File: config.mk
export PLATFORM = sky130hd
export DESIGN_NAME = frenzy_rom_loader
export DESIGN_NICKNAME = d
export VERILOG_FILES = /design/src/rtl/frenzy_rom_loader.sv
export SDC_FILE = /design/constraint.sdc
export NUM_CORES = 1
export LEC_CHECK = 0
export CAP_MARGIN = 10
export CORE_MARGIN = 2
export CORE_UTILIZATION = 45
export DETAILED_ROUTE_END_ITERATION = 16
export HOLD_SLACK_MARGIN = 0.06
export PLACE_DENSITY = 0.74
export SYNTH_ARGS = -nofsm -noshare
export SYNTH_HDL_FRONTEND = slang
export SYNTH_SLANG_ARGS = --single-unit
File: constraint.sdc
create_clock -name clk_sys -period 3.6 [get_ports clk_sys]
set_input_delay 0.72 -clock clk_sys [delete_from_list [all_inputs] [get_ports clk_sys]]
set_output_delay 0.72 -clock clk_sys [all_outputs]
set_load 0.05 [all_outputs]
File: src/rtl/frenzy_rom_loader.sv
`default_nettype none
// ============================================================================
// Module   : frenzy_rom_loader
// Purpose  : Decodes the HPS ioctl download byte stream into the berzerk
//            core's ROM regions. These are program ROM, sound/speech ROM and
//            colour PROM. The block also sequences the core reset around a
//            download.
//            Each accepted byte is registered. It is presented with a
//            region-local address and a one-hot write strobe one cycle after
//            its ioctl_wr. The core is held in reset while the download runs
//            and for HOLD_CYCLES clocks after it ends. After that the block
//            reports whether the load was complete and free of overrun.
// Config   : define ROM_CHECKSUM_EN to add the checksum output and the
//            EXPECT_SUM check on rom_ready.
// Ports    : clk_sys, reset_n (async, active low)
//            ioctl_download/ioctl_wr/ioctl_addr/ioctl_dout - download input
//            dn_addr/dn_data/prg_wr/snd_wr/col_wr         - ROM write port
//            core_reset/rom_ready/load_overrun/byte_count - status
//            checksum (ROM_CHECKSUM_EN only)              - sum of bytes
// Revision : 1.0 - initial release
// ============================================================================
module frenzy_rom_loader #(
   parameter int          ADDR_W      = 16,
   parameter int unsigned PRG_SIZE    = 'h4000,
   parameter int unsigned SND_SIZE    = 'h1000,
   parameter int unsigned COL_SIZE    = 'h0020,
   parameter int          HOLD_CYCLES = 64
`ifdef ROM_CHECKSUM_EN
   ,
   parameter logic [15:0] EXPECT_SUM  = 16'h0000
`endif
) (
   input  logic              clk_sys,
   input  logic              reset_n,
   input  logic              ioctl_download,
   input  logic              ioctl_wr,
   input  logic [ADDR_W-1:0] ioctl_addr,
   input  logic [7:0]        ioctl_dout,
   output logic [ADDR_W-1:0] dn_addr,
   output logic [7:0]        dn_data,
   output logic              prg_wr,
   output logic              snd_wr,
   output logic              col_wr,
   output logic              core_reset,
   output logic              rom_ready,
   output logic              load_overrun,
   output logic [ADDR_W:0]   byte_count
`ifdef ROM_CHECKSUM_EN
   ,
   output logic [15:0]       checksum
`endif
);

   // Region limits in ADDR_W+1 bits so the end of the last region can be
   // compared without wrapping.
   localparam int unsigned     TOTAL_SIZE = PRG_SIZE + SND_SIZE + COL_SIZE;
   localparam logic [ADDR_W:0] SND_BASE_X = (ADDR_W+1)'(PRG_SIZE);
   localparam logic [ADDR_W:0] COL_BASE_X = (ADDR_W+1)'(PRG_SIZE + SND_SIZE);
   localparam logic [ADDR_W:0] END_X      = (ADDR_W+1)'(TOTAL_SIZE);
   localparam logic [ADDR_W-1:0] SND_BASE = ADDR_W'(PRG_SIZE);
   localparam logic [ADDR_W-1:0] COL_BASE = ADDR_W'(PRG_SIZE + SND_SIZE);

   localparam int          HOLD_W    = (HOLD_CYCLES > 1) ? $clog2(HOLD_CYCLES) : 1;
   localparam logic [HOLD_W-1:0] HOLD_LOAD = HOLD_W'(HOLD_CYCLES - 1);

   typedef enum logic [1:0] {
      IDLE  = 2'd0,
      LOAD  = 2'd1,
      HOLD  = 2'd2,
      READY = 2'd3
   } state_t;

   state_t              state;
   logic [HOLD_W-1:0]   hold_cnt;

   logic [ADDR_W:0]     addr_x;
   logic                hit_prg;
   logic                hit_snd;
   logic                hit_col;
   logic                hit_any;
   logic [ADDR_W-1:0]   local_addr;
   logic                sum_ok;
   logic                ready_ok;

   // Region decode. Each compare is a strict "less than", so an address that
   // sits exactly on a region edge falls into the higher region.
   always_comb begin
      addr_x     = {1'b0, ioctl_addr};
      hit_prg    = 1'b0;
      hit_snd    = 1'b0;
      hit_col    = 1'b0;
      local_addr = ioctl_addr;
      if (addr_x < SND_BASE_X) begin
         hit_prg = 1'b1;
      end else if (addr_x < COL_BASE_X) begin
         hit_snd    = 1'b1;
         local_addr = ioctl_addr - SND_BASE;
      end else if (addr_x < END_X) begin
         hit_col    = 1'b1;
         local_addr = ioctl_addr - COL_BASE;
      end
   end

   assign hit_any = hit_prg | hit_snd | hit_col;

`ifdef ROM_CHECKSUM_EN
   // An EXPECT_SUM of zero disables the checksum check.
   assign sum_ok = (EXPECT_SUM == 16'h0000) || (checksum == EXPECT_SUM);
`else
   assign sum_ok = 1'b1;
`endif

   assign ready_ok = (byte_count == END_X) && !load_overrun && sum_ok;

   always_ff @(posedge clk_sys or negedge reset_n) begin
      if (!reset_n) begin
         state        <= IDLE;
         hold_cnt     <= '0;
         dn_addr      <= '0;
         dn_data      <= '0;
         prg_wr       <= 1'b0;
         snd_wr       <= 1'b0;
         col_wr       <= 1'b0;
         core_reset   <= 1'b1;
         rom_ready    <= 1'b0;
         load_overrun <= 1'b0;
         byte_count   <= '0;
`ifdef ROM_CHECKSUM_EN
         checksum     <= 16'h0000;
`endif
      end else begin
         // Strobes default low so each one lasts a single cycle.
         prg_wr <= 1'b0;
         snd_wr <= 1'b0;
         col_wr <= 1'b0;

         case (state)
            IDLE: begin
               core_reset <= 1'b1;
               rom_ready  <= 1'b0;
               if (ioctl_download) begin
                  state        <= LOAD;
                  byte_count   <= '0;
                  load_overrun <= 1'b0;
`ifdef ROM_CHECKSUM_EN
                  checksum     <= 16'h0000;
`endif
               end
            end

            LOAD: begin
               core_reset <= 1'b1;
               rom_ready  <= 1'b0;
               // A write that arrives in the cycle the download drops is
               // still taken, because the state is LOAD in that cycle.
               if (ioctl_wr) begin
                  if (hit_any) begin
                     prg_wr  <= hit_prg;
                     snd_wr  <= hit_snd;
                     col_wr  <= hit_col;
                     dn_addr <= local_addr;
                     dn_data <= ioctl_dout;
                     if (byte_count != '1) begin
                        byte_count <= byte_count + (ADDR_W+1)'(1);
                     end
`ifdef ROM_CHECKSUM_EN
                     checksum <= checksum + {8'h00, ioctl_dout};
`endif
                  end else begin
                     load_overrun <= 1'b1;
                  end
               end
               if (!ioctl_download) begin
                  state    <= HOLD;
                  hold_cnt <= HOLD_LOAD;
               end
            end

            HOLD: begin
               core_reset <= 1'b1;
               rom_ready  <= 1'b0;
               if (ioctl_download) begin
                  state        <= LOAD;
                  byte_count   <= '0;
                  load_overrun <= 1'b0;
`ifdef ROM_CHECKSUM_EN
                  checksum     <= 16'h0000;
`endif
               end else if (hold_cnt == '0) begin
                  // A short or overrun load keeps the core in reset.
                  state      <= READY;
                  rom_ready  <= ready_ok;
                  core_reset <= !ready_ok;
               end else begin
                  hold_cnt <= hold_cnt - HOLD_W'(1);
               end
            end

            READY: begin
               if (ioctl_download) begin
                  state        <= LOAD;
                  core_reset   <= 1'b1;
                  rom_ready    <= 1'b0;
                  byte_count   <= '0;
                  load_overrun <= 1'b0;
`ifdef ROM_CHECKSUM_EN
                  checksum     <= 16'h0000;
`endif
               end
            end

            default: begin
               state      <= IDLE;
               core_reset <= 1'b1;
               rom_ready  <= 1'b0;
            end
         endcase
      end
   end

endmodule
`default_nettype wire

# Word level (Yosys, flattened, before mapping)
# Index checks and enable logic that the tools add are counted.
[classes] addsub=4 order_cmp=3 n_eq_ne=16 n_mux=43 bitwise_logic=2 n_reduce_logical=14
[op_table] cell="two-way mux 17 bit" count=4
[op_table] cell="less-than comparator 16 x 15 -> 1 bit (second input constant)" count=3
[op_table] cell="two-way mux 16 bit" count=3
[op_table] cell="one-hot mux 17 bit (2 select lines)" count=1
[op_table] cell="subtractor 16 x 15 -> 16 bit (second input constant)" count=2
[op_table] cell="two-way mux 1 bit" count=23
[op_table] cell="two-way mux 6 bit" count=3
[op_table] cell="adder 17 x 1 -> 17 bit (second input constant)" count=1
[op_table] cell="equality test 17 x 15 -> 1 bit (second input constant)" count=1
[op_table] cell="!= test 17 bit (second input constant)" count=1
[op_table] cell="!= test 2 bit (second input constant)" count=8
[op_table] cell="one-hot mux 6 bit (2 select lines)" count=1
[op_table] cell="AND reduction 3 bit" count=3
[op_table] cell="two-way mux 2 bit" count=4
[op_table] cell="AND reduction 4 bit" count=2
[op_table] cell="logical NOT 6 bit" count=1
[op_table] cell="one-hot mux 1 bit (3 select lines)" count=2
[op_table] cell="one-hot mux 2 bit (3 select lines)" count=1
[op_table] cell="subtractor 6 x 1 -> 6 bit (second input constant)" count=1
[op_table] cell="equality test 2 bit (second input constant)" count=2
[op_table] cell="!= test 2 x 1 -> 1 bit (second input constant)" count=2
[op_table] cell="OR reduction 2 bit" count=2
[op_table] cell="!= test 3 bit (second input constant)" count=1
[op_table] cell="OR reduction 3 bit" count=1
[op_table] cell="other kinds (7)" count=9
[word_totals] register_bits=55 input_bits=28 output_inout_bits=47 elab_cells=93

# Longest topological paths before layout
[logic_depth] depth_word=8 depth_mapped=10 depth_no_buf=9

# Least setup slack after synthesis
# OpenSTA, ideal clock, no wires.
[synth_timing] path_type="register to register" start="register byte_count[4]" end="register byte_count[7]" setup_time_ns=0.078 t_arrival_ns=2.765 required_time_ns=3.522 setup_slack_ns=0.757 stages_incl_launch_ff=11 n_path_buf=1 synth_period_minus_slack_ns=2.843 path_cell_list="dfrtp_1 -> and3_1 -> and3_1 -> and4_1 -> ha_1 -> nand4b_1 -> or3_1 -> a2bb2oi_1 -> buf_6 -> or3_1 -> a21oi_1"
[synth_via] elab_chain_cells=5 elab_cells_between_ends=8 classes_between="add/sub: 1; eq/ne: 2; mux: 4; reduce/logical: 1"
[synth_rtl] item="start, declared" line_no="47" text="output logic [ADDR_W:0] byte_count"
[synth_rtl] item="start signal, assigned" line_no="164" text="byte_count <= byte_count + (ADDR_W+1)'(1);"
[synth_rtl] item="adder 17 x 1 -> 17 bit" line_no="164"
[synth_rtl] item="two-way mux 17 bit" line_no="163" text="if (byte_count != '1) begin"
[synth_rtl] item="two-way mux 17 bit" line_no="157" text="if (hit_any) begin"
[synth_rtl] item="two-way mux 17 bit" line_no="156" text="if (ioctl_wr) begin"
[synth_rtl] item="one-hot mux 17 bit (2 select lines)" line_no="137" text="case (state)"
# Parallel ways exist; a longest one is shown, timed or not. The select of a mux whose other input is x is not followed.
# A chain may end at the register's enable or synchronous reset.

# Final worst setup path
[layout_timing] start="register byte_count[3]" end="register byte_count[15]"
# The elaborated chain is that of the path after synthesis.

==> impl_metrics.env <==
export IMPL_worstSkewPairLatency_ns=0.31
export IMPL_r2r_slack_ns=0.73
export IMPL_post_route_min_period_ns=2.87
export IMPL_dpl_cell_area_um2=3640
export IMPL_ys_ff_latch=55
export IMPL_ir_worst_vdd_mv=0.567
export IMPL_place_gp_congestion=0.845
export IMPL_max_slew_margin_pct=41.0
export IMPL_drc=0
export IMPL_initial_core_util_pct=47.0
export IMPL_cp_cell_sequence="and3_1, and3_1, and4_1, ha_1, nand4b_1, or3_1, a2bb2oi_1, buf_4, or3_1, a21oi_1"
export IMPL_slowest_delay_ns=0.47
export IMPL_fin_skew_ns=0.00771
export IMPL_rsz0062_at_grt="no"
export IMPL_cts_max_level=2
export IMPL_coreArea_um2=5990
export IMPL_ys_async_sr_fraction_pct=100
export IMPL_finalNetCount=382
export IMPL_wl_met2_mm=2.90
export IMPL_postLayoutCellArea_um2=3750
export IMPL_powerDensity_nw_per_um2=685
export IMPL_setup_viol=0
export IMPL_dr_pass1_iters=4
export IMPL_antenna_found_initial=0
export IMPL_cp_data_required_time_ns=3.83
export IMPL_post_cts_buffers=0
export IMPL_track_usage_pct=19.0
export IMPL_routed_via_density=5.57
export IMPL_fin_crit_sh_pct=79.8
export IMPL_num_fill_cells=516
export IMPL_ys_seq_area_share_pct=48.9
export IMPL_yosysWarnings=0
export IMPL_maxCapViolations=0
export IMPL_row_count=28
export IMPL_met3WireLength_um=329
export IMPL_ctsRootBufferMaster="clkbuf_8"
export IMPL_grt_pass1_vias=2239
export IMPL_drtIter0Drc=109
export IMPL_grt_max_degree=41
export IMPL_dieArea_um2=6900
export IMPL_p_leak_nw=1.53
export IMPL_tns_ns=0
export IMPL_cts_hold_buf=0
export IMPL_die_w_um=83.1
export IMPL_syn_nets=302
export IMPL_io_buffers=74
export IMPL_overflow=0
export IMPL_syn_mean_instance_area_um2=10.7
export IMPL_ios=75
export IMPL_vias=2327
export IMPL_synth_flop_cell="dfrtp_1"
export IMPL_syn_area_um2=2820
export IMPL_path_class="reg2reg"
export IMPL_start_kind="flip-flop"
export IMPL_cts_resized=0
export IMPL_synth_edf_count=0
export IMPL_finalNonFillerCells=418
export IMPL_dp_cells=410
export IMPL_die_h_um=83.1
export IMPL_grt_pass1_wl_mm=10.8
export IMPL_ys_types=54
export IMPL_arrival_ns=3.11
export IMPL_cts_sinks=55
export IMPL_wirelength_met1_mm=3.09
export IMPL_tritoncts="yes"
export IMPL_antenna_left=0
export IMPL_fin_hold_ws_ns=0.491
export IMPL_min_path_type="reg2reg"
export IMPL_wirelength_mm=6.42
export IMPL_top_layer_used="met4"
export IMPL_power_w=0.00257
export IMPL_drive_gt1_share_pct=6.12
export IMPL_synthCells=262
export IMPL_drv_slew=0
export IMPL_end_kind="flip-flop"
export IMPL_slowest_stage="dfrtp_1"
export IMPL_finalHoldViolCount=0
export IMPL_status="finished, final reports clean"
export IMPL_drt_wirelength_per_cell_um=15.3
export IMPL_clockBufferDepth=2
export IMPL_hpwl_mm=4.80
export IMPL_worst_pin_slew_ns=0.885
export IMPL_cts_buffers=5
export IMPL_area_delta_synth_final_pct=33.4
export IMPL_path_max_fanout=14
export IMPL_path_clk_slew_ns=0.09
export IMPL_num_antenna_cells=0
export IMPL_fmax_mhz=348
[flip-flops by register name (all words and copies together) (netlist names)]
| signal | flops |
|---|---|
| state | 2 |
| byte_count | 17 |
| rom_ready | 1 |
| dn_data | 8 |
| snd_wr | 1 |
| prg_wr | 1 |
| load_overrun | 1 |
| dn_addr | 16 |
| col_wr | 1 |
| core_reset | 1 |
| hold_cnt | 6 |
[kinds of logic (layout without fill, tap and decap cells)]
kind of cell / after synthesis / after routing / share of synthesized area [%]
buffers and inverters: 18 / 99 / 2.93
DFF: 55 / 55 / 48.9
xor gates and xnor gates: 6 / 6 / 1.87
and+or+nand+nor: 94 / 94 / 19.1
adders and majority gates: 12 / 12 / 5.33
AOI/OAI and AO/OA: 55 / 55 / 13.2
muxes: 22 / 22 / 8.71
[critical path: cells and delay by family (launching register included)]
| family | cells | cell delay, ns |
|---|---|---|
| compound gates | 2 | 0.31 |
| fa+ha+maj | 1 | 0.24 |
| buf+inv | 1 | 0.19 |
| flops | 1 | 0.47 |
| simple gates | 6 | 1.59 |
[cell type report]
class	instances	area, µm²	area share [%]
Clock buffer	6	82.6	2.20
Clock inverter	2	35.0	0.933
Tap cell	75	93.8	2.50
Timing Repair Buffer	77	758	20.2
Sequential cell	55	1380	36.7
Multi-Input combinational cell	189	1360	36.1
Inverter	14	52.6	1.40
[layout by cell type, fill, tap and decap left out, drive strengths merged, types with 2 or more instances in the layout]
| cell type | instances |
|---|---|
| buf | 4 |
| and2 | 2 |
| o21a | 2 |
| nand4 | 4 |
| nand2b | 3 |
| ha | 12 |
| a31oi | 2 |
| nor4 | 9 |
| a211oi | 2 |
| nand3 | 7 |
| clkbuf | 6 |
| nand4b | 3 |
| nor2 | 17 |
| and3 | 5 |
| mux2 | 20 |
| mux2i | 2 |
| inv | 14 |
| or3 | 6 |
| o31ai | 3 |
| a21oi | 15 |
| xnor2 | 5 |
| dfrtp | 54 |
| nor3b | 2 |
| nor4b | 3 |
| clkdlybuf4s50 | 73 |
| nand2 | 18 |
| nor2b | 2 |
| o21bai | 2 |
| nor3 | 8 |
| o21ai | 18 |
[Yosys cell counts (7+ instances only)]
master,count,area share (%)
o21ai_1,11,2.0
mux2_1,20,8.0
nor2_1,17,2.3
ha_1,12,5.3
o21ai_0,7,1.2
dfrtp_1,54,48
nand2_1,17,2.3
nand3_1,7,1.2
nor4_1,7,1.6
nor3_1,7,1.2
inv_1,14,1.9
a21oi_1,14,2.5
[per-stage QoR]
stage	utilization [%]	worst slack (ns)
global placement	60.7	0.620
detailed placement	60.7	0.548
finish	62.7	0.729
global route	62.7	0.565
CTS	62.7	0.716
floorplan	-	0.757
[worst paths after layout]
path	depth (start not counted)	to	from
max reg2reg	10	byte_count[15]$_DFFE_PN0P_	byte_count[3]$_DFFE_PN0P_
min	1	dn_addr[6]$_DFFE_PN0P_	dn_addr[6]$_DFFE_PN0P_
min reg2reg	1	dn_addr[6]$_DFFE_PN0P_	dn_addr[6]$_DFFE_PN0P_
max	10	byte_count[15]$_DFFE_PN0P_	byte_count[3]$_DFFE_PN0P_
max in group asynchronous	2	byte_count[9]$_DFFE_PN0P_	reset_n
min in group asynchronous	1	snd_wr$_DFF_PN0_	reset_n
[routing by layer]
| metal | vias up | GRT usage, % |
|---|---|---|
| met5 | - | 0 |
| met4 | 0 | 5.37 |
| met3 | 8 | 4.47 |
| met2 | 73 | 30.0 |
| met1 | 1120 | 26.2 |
| li1 | 1126 | - |
[report_power, final]
part / switching, W / internal, W
clock network: 0.000196 / 0.000225
registers: 0.0000998 / 0.000784
logic: 0.000819 / 0.000449
total: 0.00111 / 0.00146
Note: power is estimated with default switching activity, not from simulation.
